`src/rtl/reset_sequencer.sv`:
```
// reset_sequencer: releases NUM_DOMAINS reset domains in order once the PLL lock is stable.
// Define RST_SEQ_WDOG_EN to add the DOMAIN_READY timeout watchdog and the sticky seq_err flag.
module reset_sequencer #(
  parameter int NUM_DOMAINS = 4,
  parameter int STAGE_DELAY = 1000,
  parameter int LOCK_FILTER = 16,
  parameter int TIMEOUT     = 65535
) (
  input  logic                   clk,
  input  logic                   fabric_reset_n,
  input  logic                   pll_lock,
  input  logic                   sw_rst_req,
  input  logic [NUM_DOMAINS-1:0] domain_ready,
  output logic [NUM_DOMAINS-1:0] domain_rst_n,
  output logic                   seq_done,
  output logic                   seq_err,
  output logic [2:0]             state
);
  localparam int MAX_AB = STAGE_DELAY > LOCK_FILTER ? STAGE_DELAY : LOCK_FILTER;
  localparam int CW = $clog2((MAX_AB > TIMEOUT ? MAX_AB : TIMEOUT) + 1);
  localparam int KW = $clog2(NUM_DOMAINS);
  localparam logic [CW-1:0] DLY_MAX  = CW'(STAGE_DELAY);
  localparam logic [CW-1:0] DLY_LAST = CW'(STAGE_DELAY - 1);
  localparam logic [CW-1:0] FLT_LAST = CW'(LOCK_FILTER - 1);
  localparam logic [KW-1:0] K_LAST   = KW'(NUM_DOMAINS - 1);

  typedef enum logic [2:0] {IDLE, LOCK_WAIT, RELEASE, WAIT, RUN, HOLD, ERROR} state_t;

  state_t        st;
  logic [CW-1:0] flt, dly;
  logic [KW-1:0] k;
  logic          lost, tmo;

  assign state = st;
  assign lost  = !pll_lock && (st == RELEASE || st == WAIT || st == RUN || st == HOLD);

`ifdef RST_SEQ_WDOG_EN
  localparam logic [CW-1:0] TO_MAX  = CW'(TIMEOUT);
  localparam logic [CW-1:0] TO_LAST = CW'(TIMEOUT - 1);
  logic [CW-1:0] wcnt;
  assign tmo = st == WAIT && wcnt >= TO_LAST && !domain_ready[k];
  always_ff @(posedge clk or negedge fabric_reset_n)
    if (!fabric_reset_n) begin
      wcnt    <= '0;
      seq_err <= 1'b0;
    end else begin
      wcnt    <= st == RELEASE ? '0 : (st == WAIT && wcnt != TO_MAX) ? wcnt + 1'b1 : wcnt;
      seq_err <= sw_rst_req ? 1'b0 : (tmo && !lost) ? 1'b1 : seq_err;
    end
`else
  assign tmo     = 1'b0;
  assign seq_err = 1'b0;
`endif

  // Priority: async reset, lock loss, software request, then per-state progress.
  always_ff @(posedge clk or negedge fabric_reset_n)
    if (!fabric_reset_n) begin
      st           <= IDLE;
      flt          <= '0;
      dly          <= '0;
      k            <= '0;
      domain_rst_n <= '0;
      seq_done     <= 1'b0;
    end else if (lost) begin
      st           <= LOCK_WAIT;
      flt          <= '0;
      domain_rst_n <= '0;
      seq_done     <= 1'b0;
    end else if (sw_rst_req) begin
      st           <= HOLD;
      dly          <= '0;
      domain_rst_n <= '0;
      seq_done     <= 1'b0;
    end else begin
      case (st)
        IDLE: begin
          st  <= LOCK_WAIT;
          flt <= '0;
        end
        LOCK_WAIT: begin
          flt <= pll_lock ? flt + 1'b1 : '0;
          if (pll_lock && flt >= FLT_LAST) begin
            st <= RELEASE;
            k  <= '0;
          end
        end
        RELEASE: begin
          domain_rst_n[k] <= 1'b1;
          dly             <= '0;
          st              <= WAIT;
        end
        WAIT: begin
          dly <= dly == DLY_MAX ? dly : dly + 1'b1;
          if (tmo) begin
            st           <= ERROR;
            domain_rst_n <= '0;
          end else if (dly >= DLY_LAST && domain_ready[k]) begin
            st       <= k == K_LAST ? RUN : RELEASE;
            seq_done <= k == K_LAST;
            k        <= k == K_LAST ? k : k + 1'b1;
          end
        end
        HOLD: begin
          dly <= dly == DLY_MAX ? dly : dly + 1'b1;
          if (dly >= DLY_LAST) begin
            st  <= LOCK_WAIT;
            flt <= '0;
          end
        end
        default: ;
      endcase
    end
endmodule

```
`config.mk`:
```
export PLATFORM = sky130hd
export DESIGN_NAME = reset_sequencer
export DESIGN_NICKNAME = d
export VERILOG_FILES = /design/src/rtl/reset_sequencer.sv
export SDC_FILE = /design/constraint.sdc
export NUM_CORES = 1
export LEC_CHECK = 0
export BUFFER_PORTS_ARGS = -buffer_cell sky130_fd_sc_hd__buf_2
export CAP_MARGIN = 10
export CORE_ASPECT_RATIO = 0.6
export CORE_UTILIZATION = 60
export CTS_BUF_LIST = sky130_fd_sc_hd__clkbuf_8
export CTS_CLUSTER_DIAMETER = 50
export DETAILED_ROUTE_END_ITERATION = 8
export PLACE_DENSITY = 0.79
export SYNTH_ARGS = -nofsm -noshare
export SYNTH_HDL_FRONTEND = slang
export SYNTH_SLANG_ARGS = --single-unit
```
`constraint.sdc`:
```
create_clock -name clk -period 3.8 [get_ports clk]
set_input_delay 0.76 -clock clk [delete_from_list [all_inputs] [get_ports clk]]
set_output_delay 0.76 -clock clk [all_outputs]
set_load 0.1 [all_outputs]
```
### After elaboration in Yosys (flattened, before gate mapping)

Index checks and enable logic that the tools add are counted.

| storage, ports and cells | value |
|---|---|
| flip-flop bits (word level) | 42 |
| logic and storage cells | 84 |

| operators by class | value |
|---|---|
| add/subtract/negate cells | 3 |
| order comparisons | 4 |
| eq/ne operators | 16 |
| muxes and demuxes | 30 |
| bitwise logic cells | 3 |
| reductions and logical operators | 22 |

Operators with widths:

| operator | count |
|---|---|
| $mux 16 | 6 |
| $pmux 16 s3 | 1 |
| $add 16x1->16 const B | 2 |
| $pmux 16 s2 | 1 |
| $mux 3 | 6 |
| $eq 16x10->1 const B | 1 |
| $ge 16x10->1 const B | 1 |
| $ge 16x4->1 const B | 1 |
| $pmux 3 s5 | 1 |
| $mux 4 | 3 |
| $reduce_bool 3->1 | 4 |
| $ne 4x3->1 const B | 2 |
| $reduce_bool 7->1 | 1 |
| $eq 3x2->1 const B | 2 |
| $eq 3x3->1 const B | 2 |
| $mux 1 | 6 |
| $mux 2 | 3 |
| $reduce_and 3->1 | 2 |
| $reduce_and 6->1 | 1 |
| $logic_and 1x1->1 | 4 |
| $ne 2x1->1 const B | 2 |
| $ne 2x2->1 const B | 2 |
| $ne 4x4->1 const B | 1 |
| $or 4x4->4 | 1 |
| other kinds (19) | 22 |

### Longest topological paths before layout

Gate-level depths: netlist of the first run.

| depth | value |
|---|---|
| depth in word-level cells | 8 |
| depth in mapped cells | 9 |
| gate-level depth less buffers | 6 |

### Least setup slack after synthesis of the first run

OpenSTA, ideal clock, no wires.

| timing | value |
|---|---|
| kind | flip-flop to flip-flop |
| from | reg st[1], in the netlist state[1] |
| to | reg dly[2] |
| setup time | 0.078 ns |
| arrival time | 2.457 ns |
| data required time | 3.722 ns |
| slack | 1.265 ns |
| cell stages (with the launch flop) | 9 |
| buffers on the path | 3 |
| cells stage by stage | dfrtp_1 -> buf_4 -> xnor2_1 -> nor2_1 -> and4b_1 -> buf_6 -> buf_12 -> or4_1 -> a21oi_1 |

| on the way | value |
|---|---|
| cells in the longest elaborated chain, start to end | 7 |

RTL lines:

| element | line | text |
|---|---|---|
| from (decl) | 29 | `state_t st;` |
| from (signal assigned) | 98 | `st <= k == K_LAST ? RUN : RELEASE;` |
| $eq 3x2->1 | 35, 75 |  |
| $logic_or 1x1->1 (3 in a row) | 35 | `assign lost = !pll_lock && (st == RELEASE \|\| st == WAIT \|\| st == RUN \|\| st == HOLD);` |
| $logic_and 1x1->1 | 35 |  |
| $not 1->1 (no source line) | - |  |
| $reduce_and 3->1 (no source line) | - |  |
| to (signal assigned) | 93 | `dly <= dly == DLY_MAX ? dly : dly + 1'b1;` |
| to (signal assigned) | 104 | `dly <= dly == DLY_MAX ? dly : dly + 1'b1;` |
| to (decl) | 30 | `logic [CW-1:0] flt, dly;` |

Parallel ways exist; a longest one is shown, timed or not.
A chain may end at the register's enable or synchronous reset.

### Worst setup path after layout of the first run

| timing | value |
|---|---|
| from | reg dly[10] |
| to | reg dly[5] |

| on the way | value |
|---|---|
| cells in the longest elaborated chain, start to end | 3 |

RTL lines:

| element | line |
|---|---|
| $eq 16x10->1 | 93, 104 |
| $ne 3x3->1 (no source line) | - |
| $reduce_and 3->1 (no source line) | - |

Every way passes these cells.

==> impl_metrics.toml, run 1 <==
[synth]
synth_top_flop_cell = "dfrtp_1"
syn_area_per_cell_sq_um = 8.85
netlist_instances = 296
ys_seq_area_frac = 0.401
synth_edf_count = 0
synth.distinct_cells = 50
ys_ff_latch = 42
ys_warn_count = 0
syn_nets = 311
synth_area_sq_um = 2620
synthArstFlopShare = 1.00

[clock_tree]
root_buffer = "clkbuf_8"
cts_resized = 0
postCtsHoldBufs = 0
cts_setup_buffers = 0
clock-sinks = 42
cts_buffers = 5
clk_pin_slew_ns = 0.08
clk_latency_ns = 0.30
cts-htree-levels = 2
cts.path.max_buffers = 2
cts_tree = "done"

[floorplan]
coreArea_sq_um = 4140
die_x_um = 87.3
die_y_um = 53.2
io_pins = 17
dieArea_sq_um = 4640
rows = 18
initial_core_util = 0.632

[timing]
min_period_ns = 2.55
hold_viol = 0
rsz0062_at_grt = "false"
tightest_slew_ns = 0.913
timing.final.crit_share = 0.671
finalSetupTns_ns = 0
slew_viol_final = 0
relSlewSlack = 0.391
fin_worst_skew_ns = 0.00446
clock.fmax_mhz = 392
setup_viol_count_final = 0

[place]
io_buffers = 15
place_area_sq_um = 2680
gp_congestion = 0.850
dpl.hpwl_mm = 4.00
dp.cells = 358

[detailed_routing]
postRouteAntennaNets = 0
drt-initial-drc-count = 201
vias = 2312
dr.pass1.iters = 5
drc_errors = 0
avgViaCountPerCell = 6.33
wl_per_cell_um = 15.7
wl_mm = 5.72

[power_and_ir_drop]
ir_drop_mv = 0.195
p_clk_frac = 0.304
p_switching_mw = 0.413
powerDensity_nw_per_um2 = 429
p_sw_frac = 0.345
internal_power_mw = 0.783
p_leak_nw = 1.17
combPwrFrac = 0.247
p_total_mw = 1.20
pwr-share-seq = 0.449

[layout]
finalCoreUtilization = 0.674
area_growth_pct = 6.59
finalNonFillerCells = 365
nets = 320
diodes = 0
fin_area_sq_um = 2790
drive_gt1_frac = 0.105

[setup_path]
arrival_ns = 2.73
cp_top_family = "simple AND/OR/NAND/NOR gates"
critPathRequiredTime_ns = 3.97
critPathKind = "reg2reg"
path_buf_inv = 0
crit_chain = "or4_4 -> nor3_4 -> and4b_1 -> or3_1 -> o31ai_1"
slowest_delay_ns = 0.84
slowest_stage = "and4b_1"
crit_fanout = 28
endpoint_kind = "flip-flop"
start_kind = "flip-flop"

[global_route]
grt_max_degree = 43
gr-usage-all-layers = 0.274
grt_overflow = 0
grt_pass1_vias = 1985
grt_pass1_wl_mm = 9.52
antenna_found_initial = 0

[run]
maxCapViolations = 0

[run_status]
outcome = "finished clean"

[hold_path]
hp-class = "reg2reg"
## worst paths after layout
check	startpoint	end	slack, ns	cells after the start
max in group asynchronous	fabric_reset_n	dly[12]$_DFFE_PN0P_	2.64	1
max reg2reg	dly[10]$_DFFE_PN0P_	dly[5]$_DFFE_PN0P_	1.25	5
min	domain_rst_n[2]$_DFFE_PN0P_	domain_rst_n[2]$_DFFE_PN0P_	0.49	2
min reg2reg	domain_rst_n[2]$_DFFE_PN0P_	domain_rst_n[2]$_DFFE_PN0P_	0.49	2
min in group asynchronous	fabric_reset_n	domain_rst_n[2]$_DFFE_PN0P_	0.59	1
max	dly[10]$_DFFE_PN0P_	dly[5]$_DFFE_PN0P_	1.25	5
## state kept, by name (all words and copies together), names as in the netlist
register,flops
dly,16
domain_rst_n,4
flt,16
k,2
seq_done,1
state,3
## cell families (layout without fill, tap and decap cells)
kind of cell	Yosys count	after routing	share of synthesized area
AO/OA/AOI/OAI	78	78	0.192
XOR/XNOR	1	1	0.00335
adder cells (fa/ha/maj)	7	7	0.0334
buffers and inverters	25	34	0.0554
flip-flops	42	42	0.401
multiplexers	10	10	0.0397
other	1	1	0.00143
AND/OR/NAND/NOR	132	132	0.274
## worst min-delay path, delay by kind of cell (launching register included)
family | cells | cell delay (ns)
AO/OA/AOI/OAI | 1 | 0.04
AND/OR/NAND/NOR | 1 | 0.07
flip-flops | 1 | 0.35
## layout by cell type, fill, tap and decap left out, drive strengths merged, types with 3 or more instances in the layout
cell	instances
dfrtp	42
nand2	29
nor2	23
a21oi	19
nand3	18
o31ai	16
buf	16
o21ai	14
a31oi	12
inv	11
or4	11
mux2i	7
and3	7
ha	7
nand2b	6
nor4	6
nand4	6
clkbuf	6
nor3	5
a21o	4
and2	4
or2	4
and4	3
nor2b	3
mux2	3
## layout make-up
cell class              instances  area (sq um)
multi-input cells             229          1430
fillers                       338          1350
flip-flops and latches         42          1050
clock buffers                   6          82.6
repair buffers                 16          82.6
well taps                      60          75.1
inverters                      11          41.3
clock inverters                 1          30.0
## power by group through the flow
| stage | registers (mW) | logic (mW) | clock network (mW) |
|---|---|---|---|
| after floorplan | 0.552 | 0.217 | 0 |
| after global placement | 0.544 | 0.288 | 0 |
| after detailed placement | 0.545 | 0.294 | 0 |
| after CTS | 0.536 | 0.295 | 0.368 |
| after global routing | 0.545 | 0.327 | 0.388 |
| final | 0.537 | 0.295 | 0.364 |
## cell usage after synthesis (all sizes together), types with 2 or more instances
cell    instances  share of area
dfrtp          42           0.40
ha              7          0.033
nor3            5          0.014
mux2i           7          0.027
nand3          18          0.034
nor4bb          2         0.0076
mux2            3          0.013
or3             2         0.0048
nor2b           3         0.0072
nor4            6          0.014
o21ai          14          0.027
and4            3          0.010
a31oi          12          0.029
nand2          29          0.042
nand4           6          0.014
buf             7          0.029
nand2b          6          0.014
a21o            4          0.011
a21oi          19          0.036
nor2           23          0.033
nand3b          2         0.0057
clkbuf          7          0.011
o221ai          2         0.0067
or4            11          0.033
inv            11          0.016
and2            4         0.0096
and3            7          0.017
a211o           2         0.0067
o31ai          16          0.046
or2             4         0.0096
## per-layer routing
layer | vias to the layer above | share of wire | GRT usage
met1 | 1090 | 0.51 | 0.418
met5 | - | 0 | 0
met4 | 0 | 0.0068 | 0.0738
met2 | 97 | 0.40 | 0.382
met3 | 5 | 0.079 | 0.0608
li1 | 1120 | - | -
## through the flow
step | setup slack (ns) | hold slack, ns
after detailed placement | 1.06 | 0.478
after global routing | 1.06 | 0.527
final | 1.25 | 0.494
after floorplan | 1.27 | 0.452
after CTS | 1.28 | 0.498
after global placement | 1.15 | 0.473
No activity file was read; power rests on OpenSTA's default activity.
==> inputs of run 2 (changes only) <==
- ABC_AREA: default -> 1
- CORE_UTILIZATION: 60 -> 57
- PLACE_DENSITY: 0.79 -> 0.78
- clock period: 3.8 -> 2.3 ns (I/O delays scaled with it)
==> run 2 against run 1 <==
- combinational power rose to 4.2 times the previous value
- first-iteration DRC count rose by 58%
- global-route usage rose by 1.7 points
- hold slack got worse by 0.29 ns
- non-clock buffer count rose by 3
- critical path type unchanged
- critical endpoint is now dly[8]$_DFFE_PN0P_
==> impl_metrics.toml, run 2 <==
[detailed_routing]
top_layer = "met4"
postRouteAntennaNets = 0
vias = 2891
wl_per_cell_um = 14.1
dr.pass1.iters = 6
drt-initial-drc-count = 317
avgViaCountPerCell = 5.64
met3_length_um = 733
drc_errors = 0
wl_met2_mm = 2.77
wl_met1_mm = 3.67
wl_mm = 7.24

[synth]
ys_ff_latch = 42
synth_common_cells = "nand2_1 (104), nor2_1 (62), nand3_1 (47), dfrtp_1 (42), inv_1 (36)"
synth_compound_gate_area_share = 0.0902
synth_top_cell_area_share = 0.351
netlist_instances = 429
synth_area_sq_um = 3000
synthSimpleGateAreaFrac = 0.404
syn_area_per_cell_sq_um = 6.99
synth_top_cells_by_area = "dfrtp_1 (35%), nand2_1 (13%), nand3_1 (7.8%)"
synth_top_flop_cell = "dfrtp_1"
ys_seq_area_frac = 0.351
ys_warn_count = 0
synth_largest_area_cell = "dfrtp_1"
synth_xor_xnor_area_share = 0.0263
synth_top_family_by_area = "simple AND/OR/NAND/NOR gates"
synth.distinct_cells = 35
synth_fa_ha_area_frac = 0.0292
muxShareOfSynthArea = 0
synth_edf_count = 0
syn_nets = 444
synthArstFlopShare = 1.00
synth_most_common_cell = "nand2_1"

[timing]
fin_worst_skew_ns = 0.0118
finalSetupTns_ns = 0
hold_viol = 0
tightest_slew_ns = 0.722
rsz0062_at_grt = "false"
relSlewSlack = 0.518
clock.fmax_mhz = 523
min_period_ns = 1.91
setup_viol_count_final = 0
slew_viol_final = 0
timing.final.crit_share = 0.832

[layout]
seq_area_sq_um = 1050
diodes = 0
nets = 461
area_growth_pct = 8.10
fillCellCount = 446
final_cell_mix = "nand2_1 (104), nor2_1 (62), nand3_1 (47)"
drive_gt1_frac = 0.145
reg.largest.list = "dly (16), flt (16), domain_rst_n (4)"
fin_area_sq_um = 3240
final_common_cell = "nand2_1"
multi_input_comb_area_sq_um = 1650

[setup_path]
cp_top_family = "compound AO/OA/AOI/OAI gates"
path_buf_inv = 3
endpoint_kind = "flip-flop"
arrival_ns = 2.10
slowest_delay_ns = 0.48
cpMostUsedCell = "nand2_2"
start_kind = "flip-flop"
critPathRequiredTime_ns = 2.49
slowest_stage = "dfrtp_1"
crit_chain = "inv_2 -> nand2_2 -> nand2_2 -> inv_2 -> nand2_4 -> nand2_2 -> a21oi_4 -> inv_6 -> nand2_1 -> o21ai_2"
critPathKind = "reg2reg"
crit_fanout = 17

[clock_tree]
clk_latency_ns = 0.30
cts_resized = 0
cts_setup_buffers = 0
postCtsHoldBufs = 0
clk_pin_slew_ns = 0.09
root_buffer = "clkbuf_8"
clock-sinks = 42
cts_buffers = 5
cts-htree-levels = 2
cts_tree = "done"
cts.path.max_buffers = 2

[global_route]
grt_overflow = 0
gr-usage-all-layers = 0.291
grt_max_degree = 32
antenna_found_initial = 0
grt_pass1_wl_mm = 12.3
grt_pass1_vias = 2515

[floorplan]
die_x_um = 95.6
die_y_um = 58.2
rows = 20
coreArea_sq_um = 5050
dieArea_sq_um = 5560
io_pins = 17
initial_core_util = 0.593

[place]
gp_congestion = 0.934
io_buffers = 15
place_area_sq_um = 3100
dpl.hpwl_mm = 5.38

[run]
maxCapViolations = 0

[power_and_ir_drop]
ir_drop_mv = 0.910
p_leak_nw = 1.50
powerDensity_nw_per_um2 = 883

[hold_path]
hp-class = "in2async"

[run_status]
outcome = "finished clean"
[run 2: changes by cell type in the layout (fill, tap and decap cells not counted), moves of 10 or more]
cell	previous run	this run
nor3_1	4	14
or4_1	10	0
nor2_1	23	62
nand4_1	6	19
nand2_1	29	104
nand3_1	18	47
nand2_2	0	13
a31oi_1	12	0
o31ai_1	16	0
inv_1	11	36
[run 2: path summary, 6_finish.rpt]
| check | from | slack [ns] | endpoint | cells after the start |
|---|---|---|---|---|
| min | fabric_reset_n | 0.21 | flt[9]$_DFFE_PN0P_ | 1 |
| min in group clk | pll_lock | 0.49 | flt[5]$_DFFE_PN0P_ | 3 |
| max | state[2]$_DFFE_PN0P_ | 0.39 | dly[8]$_DFFE_PN0P_ | 10 |
| max reg2reg | state[2]$_DFFE_PN0P_ | 0.39 | dly[8]$_DFFE_PN0P_ | 10 |
| max in group asynchronous | fabric_reset_n | 1.47 | dly[2]$_DFFE_PN0P_ | 2 |
| min reg2reg | domain_rst_n[2]$_DFFE_PN0P_ | 0.50 | domain_rst_n[2]$_DFFE_PN0P_ | 2 |
[run 2: routing by layer]
metal | global-route usage | up-vias
met5 | 0 | -
li1 | - | 1431
met2 | 0.383 | 154
met3 | 0.0735 | 10
met1 | 0.472 | 1296
met4 | 0.0512 | 0
[run 2: cell families (layout without fill, tap and decap cells)]
family | after synthesis | after routing
DFF | 42 | 42
other | 1 | 1
adders and majority gates | 7 | 7
and+or+nand+nor | 267 | 267
buffers and inverters | 57 | 75
AOI/OAI and AO/OA | 46 | 46
xor gates and xnor gates | 9 | 9
[run 2: power by group]
part / internal [mW] / total [mW] / switching, mW / leakage, nW
registers: 0.796 / 0.895 / 0.0983 / 0.580
clock network: 0.435 / 0.714 / 0.278 / 0.0683
logic: 0.283 / 1.25 / 0.968 / 0.853
total: 1.51 / 2.86 / 1.35 / 1.50
[run 2: area by class of cell]
cell class | count | share of cell area
clock buffers | 5 | 0.0212
clock inverters | 3 | 0.0212
inverters | 48 | 0.0657
multi-input cells | 330 | 0.509
flip-flops and latches | 42 | 0.324
well taps | 66 | 0.0255
repair buffers | 19 | 0.0324
[run 2: per-stage QoR]
step | setup WS, ns | power, mW | hold WS (ns) | cells | util
4_1_cts | 0.437 | 2.85 | 0.236 | 513 | 0.641
3_3_place_gp | 0.458 | 2.09 | 0.476 | 505 | 0.614
3_5_place_dp | 0.427 | 2.12 | 0.481 | 505 | 0.614
6_report | 0.387 | 2.86 | 0.207 | 513 | 0.641
5_1_grt | 0.239 | 3.03 | 0.262 | 513 | 0.641
2_1_floorplan | 0.142 | 1.95 | 0.164 | 429 | -
[run 2: worst reg2reg max path, cell delays in order, from the launching register on]
cell     delay (ns)
dfrtp_1        0.48
inv_2          0.15
nand2_2        0.07
nand2_2        0.10
inv_2          0.05
nand2_4        0.09
nand2_2        0.08
a21oi_4        0.45
inv_6          0.18
nand2_1        0.12
o21ai_2        0.05
